$ cat config.mk
export PLATFORM = sky130hd
export DESIGN_NAME = uart_reg_block_flat
export DESIGN_NICKNAME = d
export VERILOG_FILES = /design/src/rtl/uart_reg_pkg.sv /design/src/rtl/uart_reg_if.sv /design/src/rtl/uart_sync_fifo.sv /design/src/rtl/uart_reg_block.sv /design/src/flat_wrapper.sv
export SDC_FILE = /design/constraint.sdc
export NUM_CORES = 1
export LEC_CHECK = 0
export CORE_MARGIN = 4
export CORE_UTILIZATION = 43
export DETAILED_ROUTE_END_ITERATION = 7
export GPL_ROUTABILITY_DRIVEN = 0
export GPL_TIMING_DRIVEN = 0
export PLACE_DENSITY_LB_ADDON = 0.2
export SYNTH_ARGS = -nofsm -noshare
export SYNTH_HDL_FRONTEND = slang
export SYNTH_SLANG_ARGS = --single-unit
$ cat constraint.sdc
create_clock -name pclk -period 4.3 [get_ports pclk]
set_input_delay 0.645 -clock pclk [delete_from_list [all_inputs] [get_ports pclk]]
set_output_delay 0.645 -clock pclk [all_outputs]
set_load 0.03 [all_outputs]
$ cat src/rtl/uart_reg_pkg.sv
// Shared constants and types for the UART register block: register addresses,
// CTRL/STATUS bit positions and the line-control struct.
package uart_reg_pkg;

  localparam int ADDR_W = 13;

  localparam logic [ADDR_W-1:0] ADDR_CTRL     = 13'h000;
  localparam logic [ADDR_W-1:0] ADDR_BAUD_DIV = 13'h004;
  localparam logic [ADDR_W-1:0] ADDR_TX_DATA  = 13'h008;
  localparam logic [ADDR_W-1:0] ADDR_RX_DATA  = 13'h00C;
  localparam logic [ADDR_W-1:0] ADDR_STATUS   = 13'h010;

  localparam int CTRL_IE_RX = 5;
  localparam int CTRL_IE_TX = 6;

  localparam int ST_TX_FULL  = 0;
  localparam int ST_TX_EMPTY = 1;
  localparam int ST_RX_EMPTY = 2;
  localparam int ST_RX_FULL  = 3;
  localparam int ST_TX_OVF   = 4;
  localparam int ST_RX_OVR   = 5;
  localparam int ST_PERR     = 6;

  // Packed so that ctrl_o[0] is tx_en and ctrl_o[4] is stop2.
  typedef struct packed {
    logic stop2;
    logic par_odd;
    logic par_en;
    logic rx_en;
    logic tx_en;
  } ctrl_t;

  // A divider of zero would stall the baud generator, so it is stored as 1.
  function automatic logic [15:0] baud_sanitize(input logic [15:0] v);
    return (v == 16'd0) ? 16'd1 : v;
  endfunction

endpackage

$ cat src/rtl/uart_reg_if.sv
// Register access bus between the APB slave (master side) and the UART
// register block (slave side).
interface uart_reg_if;
  import uart_reg_pkg::*;

  logic [ADDR_W-1:0] reg_addr_i;
  logic [31:0]       reg_wdata_i;
  logic [3:0]        reg_strb_i;
  logic              reg_we_i;
  logic [31:0]       reg_rdata_o;

  modport master (
    output reg_addr_i, reg_wdata_i, reg_strb_i, reg_we_i,
    input  reg_rdata_o
  );

  modport slave (
    input  reg_addr_i, reg_wdata_i, reg_strb_i, reg_we_i,
    output reg_rdata_o
  );

endinterface

$ cat src/rtl/uart_sync_fifo.sv
// Single-clock FIFO with head-of-queue output. Push into a full FIFO succeeds
// only when a pop happens in the same cycle; DEPTH=1 degenerates to a holding register.
module uart_sync_fifo import uart_reg_pkg::*; #(
  parameter int DEPTH = 4,
  parameter int WIDTH = 8
) (
  input  logic             pclk,
  input  logic             presetn,
  input  logic             push,
  input  logic             pop,
  input  logic [WIDTH-1:0] wdata,
  output logic             full,
  output logic             empty,
  output logic [WIDTH-1:0] head
);

  logic do_push;
  logic do_pop;

  assign do_pop  = pop & ~empty;
  assign do_push = push & (~full | do_pop);

  generate
    if (DEPTH == 1) begin : g_hold
      logic [WIDTH-1:0] data_q;
      logic             valid_q;

      always_ff @(posedge pclk or negedge presetn) begin
        if (!presetn) begin
          data_q  <= '0;
          valid_q <= 1'b0;
        end else begin
          if (do_push) begin
            data_q  <= wdata;
            valid_q <= 1'b1;
          end else if (do_pop) begin
            valid_q <= 1'b0;
          end
        end
      end

      assign full  = valid_q;
      assign empty = ~valid_q;
      assign head  = data_q;
    end else begin : g_ring
      localparam int AW = $clog2(DEPTH);
      localparam int CW = AW + 1;

      logic [WIDTH-1:0] mem [DEPTH];
      logic [AW-1:0]    wr_ptr;
      logic [AW-1:0]    rd_ptr;
      logic [CW-1:0]    count;

      // Power-of-two depth: pointers wrap by natural overflow.
      always_ff @(posedge pclk or negedge presetn) begin
        if (!presetn) begin
          wr_ptr <= '0;
          rd_ptr <= '0;
          count  <= '0;
          for (int i = 0; i < DEPTH; i++) mem[i] <= '0;
        end else begin
          if (do_push) begin
            mem[wr_ptr] <= wdata;
            wr_ptr      <= wr_ptr + AW'(1);
          end
          if (do_pop) rd_ptr <= rd_ptr + AW'(1);
          case ({do_push, do_pop})
            2'b10:   count <= count + CW'(1);
            2'b01:   count <= count - CW'(1);
            default: count <= count;
          endcase
        end
      end

      assign full  = (count == CW'(DEPTH));
      assign empty = (count == '0);
      assign head  = mem[rd_ptr];
    end
  endgenerate

endmodule

$ cat src/rtl/uart_reg_block.sv
// UART register block: CTRL/BAUD_DIV/TX_DATA/RX_DATA/STATUS map, TX/RX buffers,
// sticky error flags and registered interrupt. UART_REG_FIFO_EN selects FIFO_DEPTH-deep buffers.
module uart_reg_block import uart_reg_pkg::*; #(
  parameter int FIFO_DEPTH = 4
) (
  input  logic             pclk,
  input  logic             presetn,
  uart_reg_if.slave        reg_bus,
  output logic [7:0]       tx_data_o,
  output logic             tx_valid_o,
  input  logic             tx_ready_i,
  input  logic [7:0]       rx_data_i,
  input  logic             rx_valid_i,
  input  logic             rx_perr_i,
  output logic [4:0]       ctrl_o,
  output logic [15:0]      baud_div_o,
  output logic             irq_o
);

`ifdef UART_REG_FIFO_EN
  localparam int BUF_DEPTH = FIFO_DEPTH;
`else
  // Single holding register; FIFO_DEPTH only sizes the FIFO build.
  localparam int BUF_DEPTH = FIFO_DEPTH / FIFO_DEPTH;
`endif

  ctrl_t       ctrl_q;
  logic        ie_rx_q;
  logic        ie_tx_q;
  logic [15:0] baud_q;
  logic        tx_ovf_q;
  logic        rx_ovr_q;
  logic        perr_q;
  logic        irq_q;

  logic        tx_full, tx_empty, rx_full, rx_empty;
  logic [7:0]  tx_head, rx_head;

  logic        sel_ctrl, sel_baud, sel_tx, sel_rx, sel_status;
  logic        wr_lane0;
  logic [15:0] baud_merged;
  logic        tx_push, tx_pop, rx_push, rx_pop, w1c;
  logic        tx_ovf_set, rx_ovr_set, perr_set;
  logic [31:0] status_rd;
  logic        unused_bits;

  assign sel_ctrl   = (reg_bus.reg_addr_i == ADDR_CTRL);
  assign sel_baud   = (reg_bus.reg_addr_i == ADDR_BAUD_DIV);
  assign sel_tx     = (reg_bus.reg_addr_i == ADDR_TX_DATA);
  assign sel_rx     = (reg_bus.reg_addr_i == ADDR_RX_DATA);
  assign sel_status = (reg_bus.reg_addr_i == ADDR_STATUS);
  assign wr_lane0   = reg_bus.reg_we_i & reg_bus.reg_strb_i[0];

  assign baud_merged = {reg_bus.reg_strb_i[1] ? reg_bus.reg_wdata_i[15:8] : baud_q[15:8],
                        reg_bus.reg_strb_i[0] ? reg_bus.reg_wdata_i[7:0]  : baud_q[7:0]};

  assign tx_push = wr_lane0 & sel_tx;
  assign tx_pop  = tx_valid_o & tx_ready_i;
  assign rx_push = rx_valid_i & ctrl_q.rx_en;
  assign rx_pop  = reg_bus.reg_we_i & sel_rx;
  assign w1c     = wr_lane0 & sel_status;

  // TX never accepts into a full buffer, even alongside a pop; RX does.
  assign tx_ovf_set = tx_push & tx_full;
  assign rx_ovr_set = rx_push & rx_full & ~rx_pop;
  assign perr_set   = rx_push & rx_perr_i;

  uart_sync_fifo #(.DEPTH(BUF_DEPTH), .WIDTH(8)) u_tx_fifo (
    .pclk    (pclk),
    .presetn (presetn),
    .push    (tx_push & ~tx_full),
    .pop     (tx_pop),
    .wdata   (reg_bus.reg_wdata_i[7:0]),
    .full    (tx_full),
    .empty   (tx_empty),
    .head    (tx_head)
  );

  uart_sync_fifo #(.DEPTH(BUF_DEPTH), .WIDTH(8)) u_rx_fifo (
    .pclk    (pclk),
    .presetn (presetn),
    .push    (rx_push),
    .pop     (rx_pop),
    .wdata   (rx_data_i),
    .full    (rx_full),
    .empty   (rx_empty),
    .head    (rx_head)
  );

  always_ff @(posedge pclk or negedge presetn) begin
    if (!presetn) begin
      ctrl_q   <= '0;
      ie_rx_q  <= 1'b0;
      ie_tx_q  <= 1'b0;
      baud_q   <= 16'd1;
      tx_ovf_q <= 1'b0;
      rx_ovr_q <= 1'b0;
      perr_q   <= 1'b0;
      irq_q    <= 1'b0;
    end else begin
      if (wr_lane0 && sel_ctrl) begin
        ctrl_q  <= ctrl_t'(reg_bus.reg_wdata_i[4:0]);
        ie_rx_q <= reg_bus.reg_wdata_i[CTRL_IE_RX];
        ie_tx_q <= reg_bus.reg_wdata_i[CTRL_IE_TX];
      end
      if (reg_bus.reg_we_i && sel_baud && (|reg_bus.reg_strb_i[1:0]))
        baud_q <= baud_sanitize(baud_merged);
      // Set wins over a same-cycle clear.
      tx_ovf_q <= tx_ovf_set | (tx_ovf_q & ~(w1c & reg_bus.reg_wdata_i[ST_TX_OVF]));
      rx_ovr_q <= rx_ovr_set | (rx_ovr_q & ~(w1c & reg_bus.reg_wdata_i[ST_RX_OVR]));
      perr_q   <= perr_set   | (perr_q   & ~(w1c & reg_bus.reg_wdata_i[ST_PERR]));
      irq_q    <= (ie_rx_q & ~rx_empty) | (ie_tx_q & tx_empty) | tx_ovf_q | rx_ovr_q | perr_q;
    end
  end

  always_comb begin
    status_rd              = '0;
    status_rd[ST_TX_FULL]  = tx_full;
    status_rd[ST_TX_EMPTY] = tx_empty;
    status_rd[ST_RX_EMPTY] = rx_empty;
    status_rd[ST_RX_FULL]  = rx_full;
    status_rd[ST_TX_OVF]   = tx_ovf_q;
    status_rd[ST_RX_OVR]   = rx_ovr_q;
    status_rd[ST_PERR]     = perr_q;
  end

  always_comb begin
    reg_bus.reg_rdata_o = '0;
    if (sel_ctrl)   reg_bus.reg_rdata_o = {25'b0, ie_tx_q, ie_rx_q, ctrl_q};
    if (sel_baud)   reg_bus.reg_rdata_o = {16'b0, baud_q};
    if (sel_rx)     reg_bus.reg_rdata_o = rx_empty ? 32'b0 : {24'b0, rx_head};
    if (sel_status) reg_bus.reg_rdata_o = status_rd;
  end

  assign tx_valid_o = ~tx_empty & ctrl_q.tx_en;
  assign tx_data_o  = tx_head;
  assign ctrl_o     = ctrl_q;
  assign baud_div_o = baud_q;
  assign irq_o      = irq_q;

  assign unused_bits = ^{reg_bus.reg_wdata_i[31:16], reg_bus.reg_strb_i[3:2]};

endmodule

$ cat src/flat_wrapper.sv
// flat-port wrapper written by rule: the top's interface ports become plain ports
module uart_reg_block_flat import uart_reg_pkg::*;
#(
  parameter int FIFO_DEPTH = 4
)
  (pclk, presetn, tx_data_o, tx_valid_o, tx_ready_i, rx_data_i, rx_valid_i, rx_perr_i, ctrl_o, baud_div_o, irq_o, reg_bus_reg_addr_i, reg_bus_reg_wdata_i, reg_bus_reg_strb_i, reg_bus_reg_we_i, reg_bus_reg_rdata_o);
  uart_reg_if reg_bus_i ();
  input  logic pclk;
  input  logic presetn;
  output logic [7:0] tx_data_o;
  output logic tx_valid_o;
  input  logic tx_ready_i;
  input  logic [7:0] rx_data_i;
  input  logic rx_valid_i;
  input  logic rx_perr_i;
  output logic [4:0] ctrl_o;
  output logic [15:0] baud_div_o;
  output logic irq_o;
  input wire logic [$bits(reg_bus_i.reg_addr_i)-1:0] reg_bus_reg_addr_i;
  input wire logic [$bits(reg_bus_i.reg_wdata_i)-1:0] reg_bus_reg_wdata_i;
  input wire logic [$bits(reg_bus_i.reg_strb_i)-1:0] reg_bus_reg_strb_i;
  input wire logic [$bits(reg_bus_i.reg_we_i)-1:0] reg_bus_reg_we_i;
  output wire logic [$bits(reg_bus_i.reg_rdata_o)-1:0] reg_bus_reg_rdata_o;
  assign reg_bus_i.reg_addr_i = reg_bus_reg_addr_i;
  assign reg_bus_i.reg_wdata_i = reg_bus_reg_wdata_i;
  assign reg_bus_i.reg_strb_i = reg_bus_reg_strb_i;
  assign reg_bus_i.reg_we_i = reg_bus_reg_we_i;
  assign reg_bus_reg_rdata_o = reg_bus_i.reg_rdata_o;
  uart_reg_block #(.FIFO_DEPTH(FIFO_DEPTH)) u_core (.pclk(pclk), .presetn(presetn), .reg_bus(reg_bus_i), .tx_data_o(tx_data_o), .tx_valid_o(tx_valid_o), .tx_ready_i(tx_ready_i), .rx_data_i(rx_data_i), .rx_valid_i(rx_valid_i), .rx_perr_i(rx_perr_i), .ctrl_o(ctrl_o), .baud_div_o(baud_div_o), .irq_o(irq_o));
endmodule
==> impl_metrics.env <==
export IMPL_outcome="finished clean"
export IMPL_netlist_area_sq_mm=0.002471
export IMPL_startpoint_type="input pin"
export IMPL_crit_path_top_delay_cell="clkdlybuf4s50_1"
export IMPL_slew_violations=0
export IMPL_period_share=0.8845
export IMPL_path_clk_slew_ns=0.08
export IMPL_post_cts_setup_buffers=0
export IMPL_slowest_delay_ns=0.66
export IMPL_crit_fanout=10
export IMPL_synth_flop_cell="dfrtp_1"
export IMPL_finalHoldViolations=0
export IMPL_fin_setup_tns_ns=0
export IMPL_crit_type="input pin to output port"
export IMPL_post_cts_resized=0
export IMPL_viasPerCell=4.985
export IMPL_hold_slack_ns=0.2873
export IMPL_synth_avg_cell_area_sq_um=11.77
export IMPL_io_buffers=90
export IMPL_critical_path_required_ns=3.65
export IMPL_die_x_microns=83.81
export IMPL_crit_chain="clkdlybuf4s50_1 > nor3_4 > nand4_4 > nor4b_4 > nor2b_1 > a211o_1 > clkdlybuf4s50_1"
export IMPL_synth_cells=210
export IMPL_hold_class="input pin to asynchronous set/reset pin"
export IMPL_antenna_found_initial=0
export IMPL_final_common_cell="clkdlybuf4s50_1"
export IMPL_fp_row_count=27
export IMPL_cts_tree="done"
export IMPL_clock_sinks=45
export IMPL_io_pins=126
export IMPL_drtIter0Drc=101
export IMPL_synth_edf_count=0
export IMPL_grt_overflow_total=0
export IMPL_postLayoutCoreUtil=0.6522
export IMPL_ys_seq_area_frac=0.4562
export IMPL_ys_warn_count=0
export IMPL_final_layout_size_suffix_gt1_frac=0.1512
export IMPL_synthArstFlopShare=1.000
export IMPL_finalCriticalPeriod_ns=3.803
export IMPL_start_util=0.4460
export IMPL_fmax_mhz=262.9
export IMPL_coreArea_sq_mm=0.005540
export IMPL_cts_hold_buf=0
export IMPL_die_y_microns=83.81
export IMPL_drc=0
export IMPL_rsz0062_at_grt="false"
export IMPL_grt_use_total=0.1901
export IMPL_clock_path_buffers=2
export IMPL_htree_levels=2
export IMPL_power_density_mw_per_mm2=218.8
export IMPL_clkLatencyLatePin_ns=0.30
export IMPL_synth_distinct_cells=45
export IMPL_ant_nets=0
export IMPL_grt_pass1_vias=2096
export IMPL_final_cell_mix="clkdlybuf4s50_1 (89), dfrtp_1 (44), mux2_1 (25)"
export IMPL_firstDrtPassIters=4
export IMPL_wl_per_cell_microns=16.10
export IMPL_cts_root_buffer="clkbuf_8"
export IMPL_worstMarginPinSlew_ns=0.7077
export IMPL_place_ws_ns=0.4872
export IMPL_wl_mm=6.377
export IMPL_setup_slack_ns=0.4966
export IMPL_num_antenna_cells=0
export IMPL_dpl_hpwl_mm=5.089
export IMPL_cp_arrival_ns=3.16
export IMPL_cts_buffers=5
export IMPL_layout_nets=386
export IMPL_max_cap_violations=0
export IMPL_end_kind="output port"
export IMPL_critPathTopFamily="simple AND/OR/NAND/NOR gates"
export IMPL_crit_buf_inv=2
export IMPL_fin_skew_ns=0.004951
export IMPL_setup_viol=0
export IMPL_vias=1974
export IMPL_syn_to_final_growth_pct=46.23
export IMPL_cellLeakagePower_nw=1.654
export IMPL_die_area_sq_mm=0.007023
export IMPL_max_slew_margin=0.5282
export IMPL_grt_max_degree=28
export IMPL_cp_common_cell="clkdlybuf4s50_1"
export IMPL_grt_pass1_wl_mm=10.69
export IMPL_synth_seq_cells=45
export IMPL_ir_drop_mv=0.2574
cells in the mapped netlist (2+ instances only):
cell,number,area (sq um)
dfrtp_1,44,1101
mux2_1,25,281.5
buf_4,16,120.1
nor3_1,10,50.05
and2_1,9,56.30
nor2_1,9,33.78
mux2_4,8,120.1
nand2_1,8,30.03
mux2i_1,7,70.07
mux2_2,6,67.56
nand4_1,6,37.54
buf_2,5,25.02
nor2b_1,5,31.28
nor3b_1,5,37.54
a22o_1,4,35.03
clkbuf_1,3,11.26
nor3_4,3,48.80
nor4_1,3,18.77
o21ai_0,3,15.01
a211oi_1,2,15.01
a21oi_1,2,10.01
nand3_1,2,10.01
o22ai_1,2,12.51
o41ai_1,2,17.52
report_power, final:
group / internal (mW) / total [mW] / switching, mW / leakage, nW
clock network: 0.116 / 0.249 / 0.133 / 0.0395
registers: 0.424 / 0.425 / 0.00108 / 0.625
logic: 0.0577 / 0.117 / 0.0589 / 0.989
layout make-up:
type,count,area [sq um]
timing repair buffer,91,915.9
clock buffer,8,80.08
inverter,1,3.754
multi-input combinational,155,1240
sequential,45,1127
tap,72,90.09
fill,476,1927
buffer,24,156.4
final timing paths:
kind                                                 startpoint                                   end  slack (ns)  cells past startpoint
max                                       reg_bus_reg_addr_i[1]                reg_bus_reg_rdata_o[2]        0.50                      7
min                                                     presetn  u_core.u_tx_fifo.head[0]$_DFFE_PN0P_        0.29                      1
max reg2reg                    u_core.baud_div_o[3]$_DFFE_PN0P_      u_core.baud_div_o[0]$_DFFE_PN1P_        2.38                      5
min reg2reg                u_core.u_tx_fifo.head[5]$_DFFE_PN0P_  u_core.u_tx_fifo.head[5]$_DFFE_PN0P_        0.49                      1
max in group asynchronous                               presetn      u_core.baud_div_o[0]$_DFFE_PN1P_        3.45                      2
min in group pclk          u_core.u_tx_fifo.head[5]$_DFFE_PN0P_  u_core.u_tx_fifo.head[5]$_DFFE_PN0P_        0.49                      1
worst reg2reg max path: cells and delay by family (launching register included):
family / cells / cell delay [ns]
AO/OA/AOI/OAI: 4 / 0.95
flip-flops: 1 / 0.40
AND/OR/NAND/NOR: 1 / 0.52
metal layers:
metal	global-route usage	up-vias	share of wire
met5	0	-	0
met4	0.06433	0	0.015
met3	0.06515	11	0.093
met2	0.2957	81	0.45
met1	0.2473	917	0.45
li1	-	965	-
through the flow:
step / std cells / instance area [sq um] / total power, mW
final: 396 / 3613 / 0.7908
after global routing: 396 / 3613 / 0.8225
after CTS: 396 / 3613 / 0.7980
after detailed placement: 388 / 3533 / 0.5504
after global placement: 387 / 3518 / 0.5471
after floorplan: 225 / 2527 / 0.4860
flip-flops by register name, summed over array words and instances (netlist names):
register / cells
u_core.u_rx_fifo.head: 8
u_core.ie_rx_q: 1
u_core.baud_div_o: 16
u_core.ie_tx_q: 1
u_core.u_tx_fifo.full: 1
u_core.irq_o: 1
u_core.u_tx_fifo.head: 8
u_core.perr_q: 1
u_core.rx_ovr_q: 1
u_core.tx_ovf_q: 1
u_core.ctrl_o: 5
u_core.u_rx_fifo.full: 1
kinds of logic after synthesis:
family,share of synthesized area
and+or+nand+nor,0.1853
muxes,0.2182
DFF,0.4562
buffers and inverters,0.06481
AOI/OAI and AO/OA,0.07392
other,0.001518
No activity file was read; power rests on OpenSTA's default activity.
